## src/rtl/i2c_pkg.sv

```systemverilog
// Shared encodings for the I2C init sequencer: table entry layout, op codes, FSM states.
package i2c_pkg;

  localparam int ENTRY_W = 18;

  localparam logic [1:0] OP_WRITE = 2'b00;
  localparam logic [1:0] OP_DELAY = 2'b01;
  localparam logic [1:0] OP_END   = 2'b10;

  typedef enum logic [2:0] {
    ST_IDLE,
    ST_FETCH,
    ST_ISSUE,
    ST_DELAY,
    ST_FINISH
  } st_t;

  function automatic logic [ENTRY_W-1:0] mk_entry(input logic [1:0] op,
                                                  input logic [7:0] addr,
                                                  input logic [7:0] data);
    return {op, addr, data};
  endfunction

endpackage

```

## src/rtl/i2c_init_rom.sv

```systemverilog
// Init command table, purely combinational: index in, {op, addr, data} out.
module i2c_init_rom
  import i2c_pkg::*;
(
  input  logic [7:0]         i_idx,
  output logic [ENTRY_W-1:0] o_entry
);

  // Unlisted indices read as END so a short table terminates cleanly.
  always_comb begin
    o_entry = mk_entry(OP_END, 8'h00, 8'h00);
    case (i_idx)
      8'd0:    o_entry = mk_entry(OP_WRITE, 8'h0F, 8'h00);
      8'd1:    o_entry = mk_entry(OP_WRITE, 8'h07, 8'h0A);
      8'd2:    o_entry = mk_entry(OP_DELAY, 8'h00, 8'h03);
      8'd3:    o_entry = mk_entry(OP_WRITE, 8'h09, 8'h01);
      8'd4:    o_entry = mk_entry(OP_END,   8'h00, 8'h00);
      default: ;
    endcase
  end

endmodule

```

## src/rtl/i2c_init_seq.sv

```systemverilog
// Walks the init table, issuing I2C writes and delays (delay counting needs I2C_INIT_DELAY_EN).
// Latency: 2 cycles from entry fetch to i2c_valid; DELAY costs data*WAIT_CLKS clocks, or 1 when disabled.
// Backpressure: i2c_valid and fields hold until i2c_ready; FINISH waits for i2c_ready before done.
module i2c_init_seq
  import i2c_pkg::*;
#(
  parameter int unsigned N_CMDS    = 16,
  parameter logic [7:0]  DEVICE    = 8'h34,
  parameter int unsigned WAIT_CLKS = 100000
) (
  input  logic       clk,
  input  logic       rst,
  input  logic       start,
  output logic       busy,
  output logic       done,
  output logic       i2c_valid,
  input  logic       i2c_ready,
  output logic [7:0] i2c_device,
  output logic [7:0] i2c_addr,
  output logic [7:0] i2c_data
);

  if (N_CMDS < 1 || N_CMDS > 256 || WAIT_CLKS < 1) begin : g_bad_cfg
    $error("i2c_init_seq: parameter out of range");
  end

  localparam logic [8:0] LAST_IDX = 9'(N_CMDS);

  st_t                r_state;
  logic [8:0]         r_idx;
  logic               r_busy;
  logic               r_done;
  logic               r_valid;
  logic [7:0]         r_dev;
  logic [7:0]         r_addr;
  logic [7:0]         r_data;
  logic [ENTRY_W-1:0] w_entry;
  logic [1:0]         w_op;

  i2c_init_rom u_rom (
    .i_idx   (r_idx[7:0]),
    .o_entry (w_entry)
  );

  assign w_op = w_entry[17:16];

`ifdef I2C_INIT_DELAY_EN
  logic [31:0] r_cnt;
  logic [31:0] w_dly_clks;
  assign w_dly_clks = 32'(w_entry[7:0]) * 32'(WAIT_CLKS);
`endif

  always_ff @(posedge clk) begin
    if (rst) begin
      r_state <= ST_IDLE;
      r_idx   <= '0;
      r_busy  <= 1'b0;
      r_done  <= 1'b0;
      r_valid <= 1'b0;
      r_dev   <= '0;
      r_addr  <= '0;
      r_data  <= '0;
`ifdef I2C_INIT_DELAY_EN
      r_cnt   <= '0;
`endif
    end else begin
      case (r_state)
        ST_IDLE: begin
          if (start) begin
            r_done  <= 1'b0;
            r_idx   <= '0;
            r_busy  <= 1'b1;
            r_state <= ST_FETCH;
          end
        end
        ST_FETCH: begin
          // Running off the end of the table behaves like an END entry.
          if (r_idx == LAST_IDX) begin
            r_state <= ST_FINISH;
          end else begin
            case (w_op)
              OP_WRITE: begin
                r_dev   <= DEVICE;
                r_addr  <= w_entry[15:8];
                r_data  <= w_entry[7:0];
                r_valid <= 1'b1;
                r_state <= ST_ISSUE;
              end
              OP_DELAY: begin
`ifdef I2C_INIT_DELAY_EN
                if (w_dly_clks == '0) begin
                  r_idx <= r_idx + 9'd1;
                end else begin
                  r_cnt   <= w_dly_clks;
                  r_state <= ST_DELAY;
                end
`else
                r_idx <= r_idx + 9'd1;
`endif
              end
              default: r_state <= ST_FINISH;
            endcase
          end
        end
        ST_ISSUE: begin
          if (r_valid && i2c_ready) begin
            r_valid <= 1'b0;
            r_idx   <= r_idx + 9'd1;
            r_state <= ST_FETCH;
          end
        end
`ifdef I2C_INIT_DELAY_EN
        ST_DELAY: begin
          r_cnt <= r_cnt - 32'd1;
          if (r_cnt == 32'd1) begin
            r_idx   <= r_idx + 9'd1;
            r_state <= ST_FETCH;
          end
        end
`endif
        ST_FINISH: begin
          if (i2c_ready) begin
            r_done  <= 1'b1;
            r_busy  <= 1'b0;
            r_state <= ST_IDLE;
          end
        end
        default: r_state <= ST_IDLE;
      endcase
    end
  end

  assign busy       = r_busy;
  assign done       = r_done;
  assign i2c_valid  = r_valid;
  assign i2c_device = r_dev;
  assign i2c_addr   = r_addr;
  assign i2c_data   = r_data;

endmodule

```

## config.mk

```make
export PLATFORM = sky130hd
export DESIGN_NAME = i2c_init_seq
export DESIGN_NICKNAME = d
export VERILOG_FILES = /design/src/rtl/i2c_pkg.sv /design/src/rtl/i2c_init_rom.sv /design/src/rtl/i2c_init_seq.sv
export SDC_FILE = /design/constraint.sdc
export NUM_CORES = 1
export LEC_CHECK = 0
export CAP_MARGIN = 15
export CORE_MARGIN = 2
export CORE_UTILIZATION = 50
export DETAILED_ROUTE_END_ITERATION = 8
export GPL_ROUTABILITY_DRIVEN = 0
export PLACE_DENSITY = 0.77
export SYNTH_ARGS = -nofsm -noshare
export SYNTH_HDL_FRONTEND = slang
export SYNTH_SLANG_ARGS = --single-unit
export TNS_END_PERCENT = 30
```

## constraint.sdc

```tcl
create_clock -name clk -period 2.6 [get_ports clk]
set_input_delay 0.39 -clock clk [delete_from_list [all_inputs] [get_ports clk]]
set_output_delay 0.39 -clock clk [all_outputs]
set_load 0.1 [all_outputs]
```

Yosys cells after proc, flatten, opt, wreduce, memory -nomap -nowiden
Index checks and enable logic that the tools add are counted.
{ "word_totals": {"elab_cells": 59, "ff_bits": 32, "out_inout_bits": 27, "input_bits": 4} }
{ "classes": {"n_reduce_logical": 12, "muxes": 22, "n_addsub": 1, "n_bitwise": 1, "eq_ne": 15} }
{ "op_table": {"columns": ["op", "n"], "rows": [
  ["case mux 18 bit (4 select lines)", 1],
  ["two-way mux 9 bit", 4],
  ["case mux 9 bit (3 select lines)", 1],
  ["equality test 8 x 2 -> 1 bit (second input constant)", 2],
  ["two-way mux 3 bit", 4],
  ["case mux 3 bit (4 select lines)", 1],
  ["inequality test 2 bit (second input constant)", 5],
  ["adder 9 x 1 -> 9 bit (second input constant)", 1],
  ["equality test 9 x 5 -> 1 bit (second input constant)", 1],
  ["equality test 8 x 1 -> 1 bit (second input constant)", 1],
  ["logical NOT 8 bit", 1],
  ["AND reduction 4 bit", 2],
  ["two-way mux 1 bit", 7],
  ["case mux 1 bit (2 select lines)", 3],
  ["case mux 3 bit (2 select lines)", 1],
  ["AND reduction 3 bit", 2],
  ["AND reduction 5 bit", 1],
  ["nonzero test 2 bit", 2],
  ["equality test 3 x 1 -> 1 bit (second input constant)", 1],
  ["equality test 3 x 2 -> 1 bit (second input constant)", 1],
  ["equality test 3 bit (second input constant)", 1],
  ["logical NOT 3 bit", 1],
  ["inequality test 3 bit (second input constant)", 1],
  ["nonzero test 3 bit", 1],
  ["other kinds (5)", 5]
]} }

Longest topological paths before layout
{ "logic_depth": {"word_depth": 6, "ltp_mapped": 7, "mapped_depth_nobuf": 6} }

Modules after synthesis
Synthesis repeated with hierarchy kept, for this count alone.
{ "unflattened": {"cells_unflattened": 195, "hier_area_um2": 1755.4} }
{ "by_module_without_submodules": {"columns": ["module", "cells_each", "area_per_inst_um2", "instances", "seq_area_each_um2"], "rows": [
  ["i2c_init_seq", 169, 1551.5, 1, 640.6],
  ["i2c_init_rom", 26, 203.9, 1, 0.0]
]} }

Worst setup path before layout
OpenSTA, ideal clock, no wires.
{ "synth_path": {"path_kind": "reg-to-reg", "from": "register r_valid (netlist: i2c_valid)", "to": "register r_idx[0]", "setup_time_ns": 0.134, "slack_ns": 0.387, "path_buffers": 1, "stages_incl_launch_ff": 6, "t_required_ns": 2.466, "synth_period_minus_slack_ns": 2.213, "arrival_time_ns": 2.078, "cell_sequence": "dfxtp_1 > nand2_1 > a211o_1 > buf_1 > o311ai_0 > o31ai_1"} }
{ "synth_via": {"elab_chain_cells": 3} }
{ "synth_lines": {"columns": ["item", "line_no", "text"], "rows": [
  ["from (decl)", "i2c_init_seq.sv:33", "logic r_valid;"],
  ["from (signal assigned)", "i2c_init_seq.sv:59", "r_valid <= 1'b0;"],
  ["from (signal assigned)", "i2c_init_seq.sv:86", "r_valid <= 1'b1;"],
  ["from (signal assigned)", "i2c_init_seq.sv:107", "r_valid <= 1'b0;"],
  ["logical AND 1 bit", "i2c_init_seq.sv:106", "if (r_valid && i2c_ready) begin"],
  ["inequality test 2 bit (no source line)", null, null],
  ["AND reduction 5 bit (no source line)", null, null],
  ["to (signal assigned)", "i2c_init_seq.sv:98", "r_idx <= r_idx + 9'd1;"],
  ["to (signal assigned)", "i2c_init_seq.sv:108", "r_idx <= r_idx + 9'd1;"],
  ["to (decl)", "i2c_init_seq.sv:30", "logic [8:0] r_idx;"]
]} }
Every way passes these cells.
A chain may end at the register's enable or synchronous reset.

Worst setup path in the final report
{ "layout_path": {"from": "register r_idx[2]", "to": "register r_idx[0]"} }
{ "layout_via": {"elab_chain_cells": 5, "word_cells_on_any_way": 10, "classes_between": "eq/ne: 7; mux: 1; reduce/logical: 2"} }
{ "layout_lines": {"columns": ["item", "line_no", "text"], "rows": [
  ["equality test 8 x 2 -> 1 bit, or another cell as far along", "i2c_init_rom.sv:12", "case (i_idx)"],
  ["case mux 18 bit (4 select lines)", "i2c_init_rom.sv:12", null],
  ["equality test 2 x 1 -> 1 bit", "i2c_init_seq.sv:81", "case (w_op)"],
  ["inequality test 2 x 1 -> 1 bit (no source line)", null, null],
  ["AND reduction 5 bit (no source line) (*)", null, null]
]} }
Mark *: on every way between the ends. The rest lies on a longest branch, timed or not.

==> reports/qor_table.md <==
| Result | Value | Unit |
|:---|:---|:---|
| Run status | completed | - |
| Post-Route Utilization | 54.9 | % |
| Total Wirelength | 3030 | um |
| Global router's overall resource usage | 19.7 | % |
| Minimum clock period | 2.11 | ns |
| TritonCTS clock tree | done | - |
| Area of the die | 3250 | um2 |
| Worst setup slack after placement | 0.449 | ns |
| Total congestion overflow | 0 | - |
| Initial DRT Pass Iterations | 4 | - |
| Post-detailed-route DRC marker count | 0 | - |
| FF+latch area | 440 | um2 |
| P&R area growth vs syn | 5.88 | % |
| Final number of max-transition violations | 0 | - |
| Top Ports | 31 | - |
| Placeable core area | 2710 | um2 |
| Critical-path cell with the highest stage delay | or4_4 | - |
| Highest ir drop seen on vdd | 0.805 | mV |
| Via count of the first global-routing pass | 1,108 | - |
| Post-route total power | 1.57 | mW |
| Number of buffers inserted by post-CTS setup repair | 0 | - |
| Post-synth top flop | dfxtp_1 | - |
| Detailed placer's ending HPWL | 2270 | um |
| Sum of negative setup slack | 0 | ns |
| Number of sinks driven by the clock tree | 22 | - |
| Share of flip-flops with an asynchronous set or reset after synthesis | 0 | % |
| Proportion of power drawn by flip-flops and latches | 29.3 | % |
| Hold_buf cts | 0 | - |
| Initial antenna violation count | 0 | - |
| Synth warnings | 0 | - |
| CP peak stage delay | 0.57 | ns |
| Power density normalized to cell area | 1060 | nW/um2 |
| Net count reported at finish | 180 | - |
| Worst EP arrival | 2.31 | ns |
| CTS max path bufs | 2 | - |
| Inst Count DP | 198 | - |
| Number of buffers added by the clock tree synthesis step | 3 | - |
| Number of antenna diodes | 0 | - |
| Critical path class | reg -> reg | - |
| Synthesized flop and latch total | 22 | - |
| CP Launch Point | r_idx[2] | - |
| Worst-skew pair later-pin latency | 0.31 | ns |
| Slew Limit Headroom | 63.9 | % |
| Startpoint types | register | - |
| Post-synthesis cell area | 1410 | um2 |
| DR iter-0 viols | 27 | - |
| Count of standard-cell rows | 19 | - |
| Worst hold path class | reg -> reg | - |
| Worst reg-to-reg setup slack | 0.49 | ns |
| Filler cell count | 270 | - |
| Period utilisation layout | 81.2 | % |
| Input/output buffers | 16 | - |
| First-pass GRT wire length | 5020 | um |
| CP Data Required Time | 2.80 | ns |
| Worst-path maximum fanout | 10 | - |
| R2R Path Start | r_idx[2] | - |
| Final worst slack | 0.489 | ns |
| Cts repair resizes | 0 | - |
| Worst Tran Pin Value | 0.537 | ns |
| Ratio of routed vias to standard cells | 6.05 | - |
| Endpoints failing hold | 0 | - |
| Distinct cell type count after synthesis | 46 | - |
| Die X | 57.0 | um |
| Die Span Y | 57.0 | um |
| Upper clock frequency limit | 0.474 | GHz |
| Routed length per placed instance | 15.0 | um |
| Effective utilization at floorplan | 51.8 | % |
| Capturing instance or port of the critical path | r_idx[0] | - |
| Delay-heaviest family, CP | compound AO/OA/AOI/OAI gates | - |
| Area occupied by multi-input gates | 803 | um2 |
| Element type at the critical path end | register | - |
| Worst reg-to-reg path cell count | 4 | - |
| Worst Path Buf+Inv | 0 | - |
| DR vias | 1,223 | - |
| Depth of the CTS H-tree | 1 | - |
| Net Sw Frac | 55.7 | % |
| Combinational Power Share | 58.5 | % |
| CTS Root Buffer Type | clkbuf_4 | - |
| Number of maximum-capacitance constraint violations | 0 | - |
| Share of final-layout standard cells stronger than drive strength 1 | 14.6 | % |
| Lkg Pwr | 0.575 | nW |
| Largest net degree at the start of global routing | 17 | - |
| Final standard cell count with taps included and fillers excluded | 202 | - |
| Power share of the clock group | 12.1 | % |
| P_sw | 0.877 | mW |
| Count of cell instances traversed by the critical path | 4 | - |
| Critical-path cell list | or4_4 -> o41a_1 -> o311ai_0 -> o31ai_1 | - |
| Clk_skew | 0.00462 | ns |
| RR Endpoint | r_idx[0] | - |
| Total internal power | 0.697 | mW |
| Final setup violation count | 0 | - |
| Clock-pin slew on the worst setup and hold paths | 0.12 | ns |
| Cells after synthesis | 164 | - |
| Sequential-to-total area share from yosys stat | 31.3 | % |
| Number of flops mapped to enable cells by yosys | 0 | - |
| Average cell area after synthesis | 8.57 | um2 |
| Setup repair after global routing missed its margin | no | - |
| Number of nets with antenna violations after routing | 0 | - |
## cell usage after synthesis (4+ instances only)
| library cell | instances | area, um2 |
|---|---|---|
| o32ai_1 | 4 | 35.0 |
| mux2i_1 | 6 | 60.1 |
| nand2_1 | 11 | 41.3 |
| nand3_1 | 8 | 40.0 |
| clkbuf_1 | 5 | 18.8 |
| dfxtp_1 | 22 | 440 |
| ha_1 | 4 | 50.1 |
| a21oi_1 | 5 | 25.0 |
| a211oi_1 | 4 | 30.0 |
| buf_4 | 17 | 128 |
| nor2_1 | 8 | 30.0 |
| nor3_1 | 7 | 35.0 |
| inv_1 | 9 | 33.8 |
## registers in the layout, indices dropped and copies added, names as in the netlist
signal / cells
r_idx: 9
i2c_addr: 3
i2c_data: 3
r_state: 3
busy: 1
done: 1
i2c_device: 1
i2c_valid: 1
## area by class of cell
cell class / instances / share of cell area, %
Multi-Input combinational cell: 119 / 54.0
Sequential cell: 22 / 29.6
Timing Repair Buffer: 17 / 9.08
Tap cell: 31 / 2.61
Clock buffer: 4 / 2.44
Inverter: 9 / 2.27
## stage by stage
stage	cell area [um2]	hold WS, ns
after floorplan	1450	0.459
after global placement	1450	0.444
after detailed placement	1450	0.454
after CTS	1490	0.484
after global routing	1490	0.505
final	1490	0.478
## worst min-delay path by stage
stage,startpoint,end,slack (ns),cells after the start
5_1_grt,i2c_data[1],i2c_data[1],0.51,2
3_3_place_gp,i2c_data[1],i2c_data[1],0.44,2
2_1_floorplan,r_idx[8],r_idx[8],0.46,2
3_5_place_dp,i2c_addr[0],i2c_addr[0],0.45,1
4_1_cts,i2c_addr[0],i2c_addr[0],0.48,1
6_report,i2c_data[1],i2c_data[1],0.48,2
## worst register-to-register path: stages (launching register included)
cell      delay (ns)
dfxtp_1         0.39
or4_4           0.58
o41a_1          0.57
o311ai_0        0.36
o31ai_1         0.12
## per-layer routing
layer	share of wire [%]	vias to the layer above	track usage, %
met3	5.6	5	2.04
met1	41	592	25.3
li1	-	588	-
met4	1.7	0	8.97
met5	0	-	0
met2	51	38	33.3
## cells in the final DEF (no fill, tap or decap), types with 2 or more instances in the layout
cell and n:
or4_1 3, nand2_1 11, nand2b_1 3, o21a_1 3, o211ai_1 3, o32ai_1 4
clkdlybuf4s50_1 3, mux2i_1 6, or3_1 2, o41ai_1 2, nor4_1 2, nor3_1 7
nor4_2 3, o31ai_1 2, o311ai_1 2, a211oi_1 4, nand3_1 8, a2bb2oi_1 2
and3_1 3, dfxtp_1 22, ha_1 4, clkbuf_4 3, conb_1 14, a21oi_1 5
nor2_1 8, inv_1 9, buf_4 14, nand4_1 2
## logic make-up after synthesis
kind of cell | after synthesis | synth area share [%]
buf+inv | 36 | 15.0
xor+xnor | 1 | 0.623
fa+ha+maj | 4 | 3.56
simple gates | 59 | 24.3
mux | 6 | 4.27
other cells | 1 | 0.267
flops | 22 | 31.3
compound gates | 35 | 20.7
## power groups by stage
stage	clock, mW	combinational (mW)	sequential, mW
3_5_place_dp	0	0.919	0.469
2_1_floorplan	0	0.604	0.679
3_3_place_gp	0	0.906	0.464
5_1_grt	0.208	0.969	0.473
6_report	0.191	0.921	0.462
4_1_cts	0.195	0.921	0.462
Note: power is estimated with default switching activity, not from simulation.
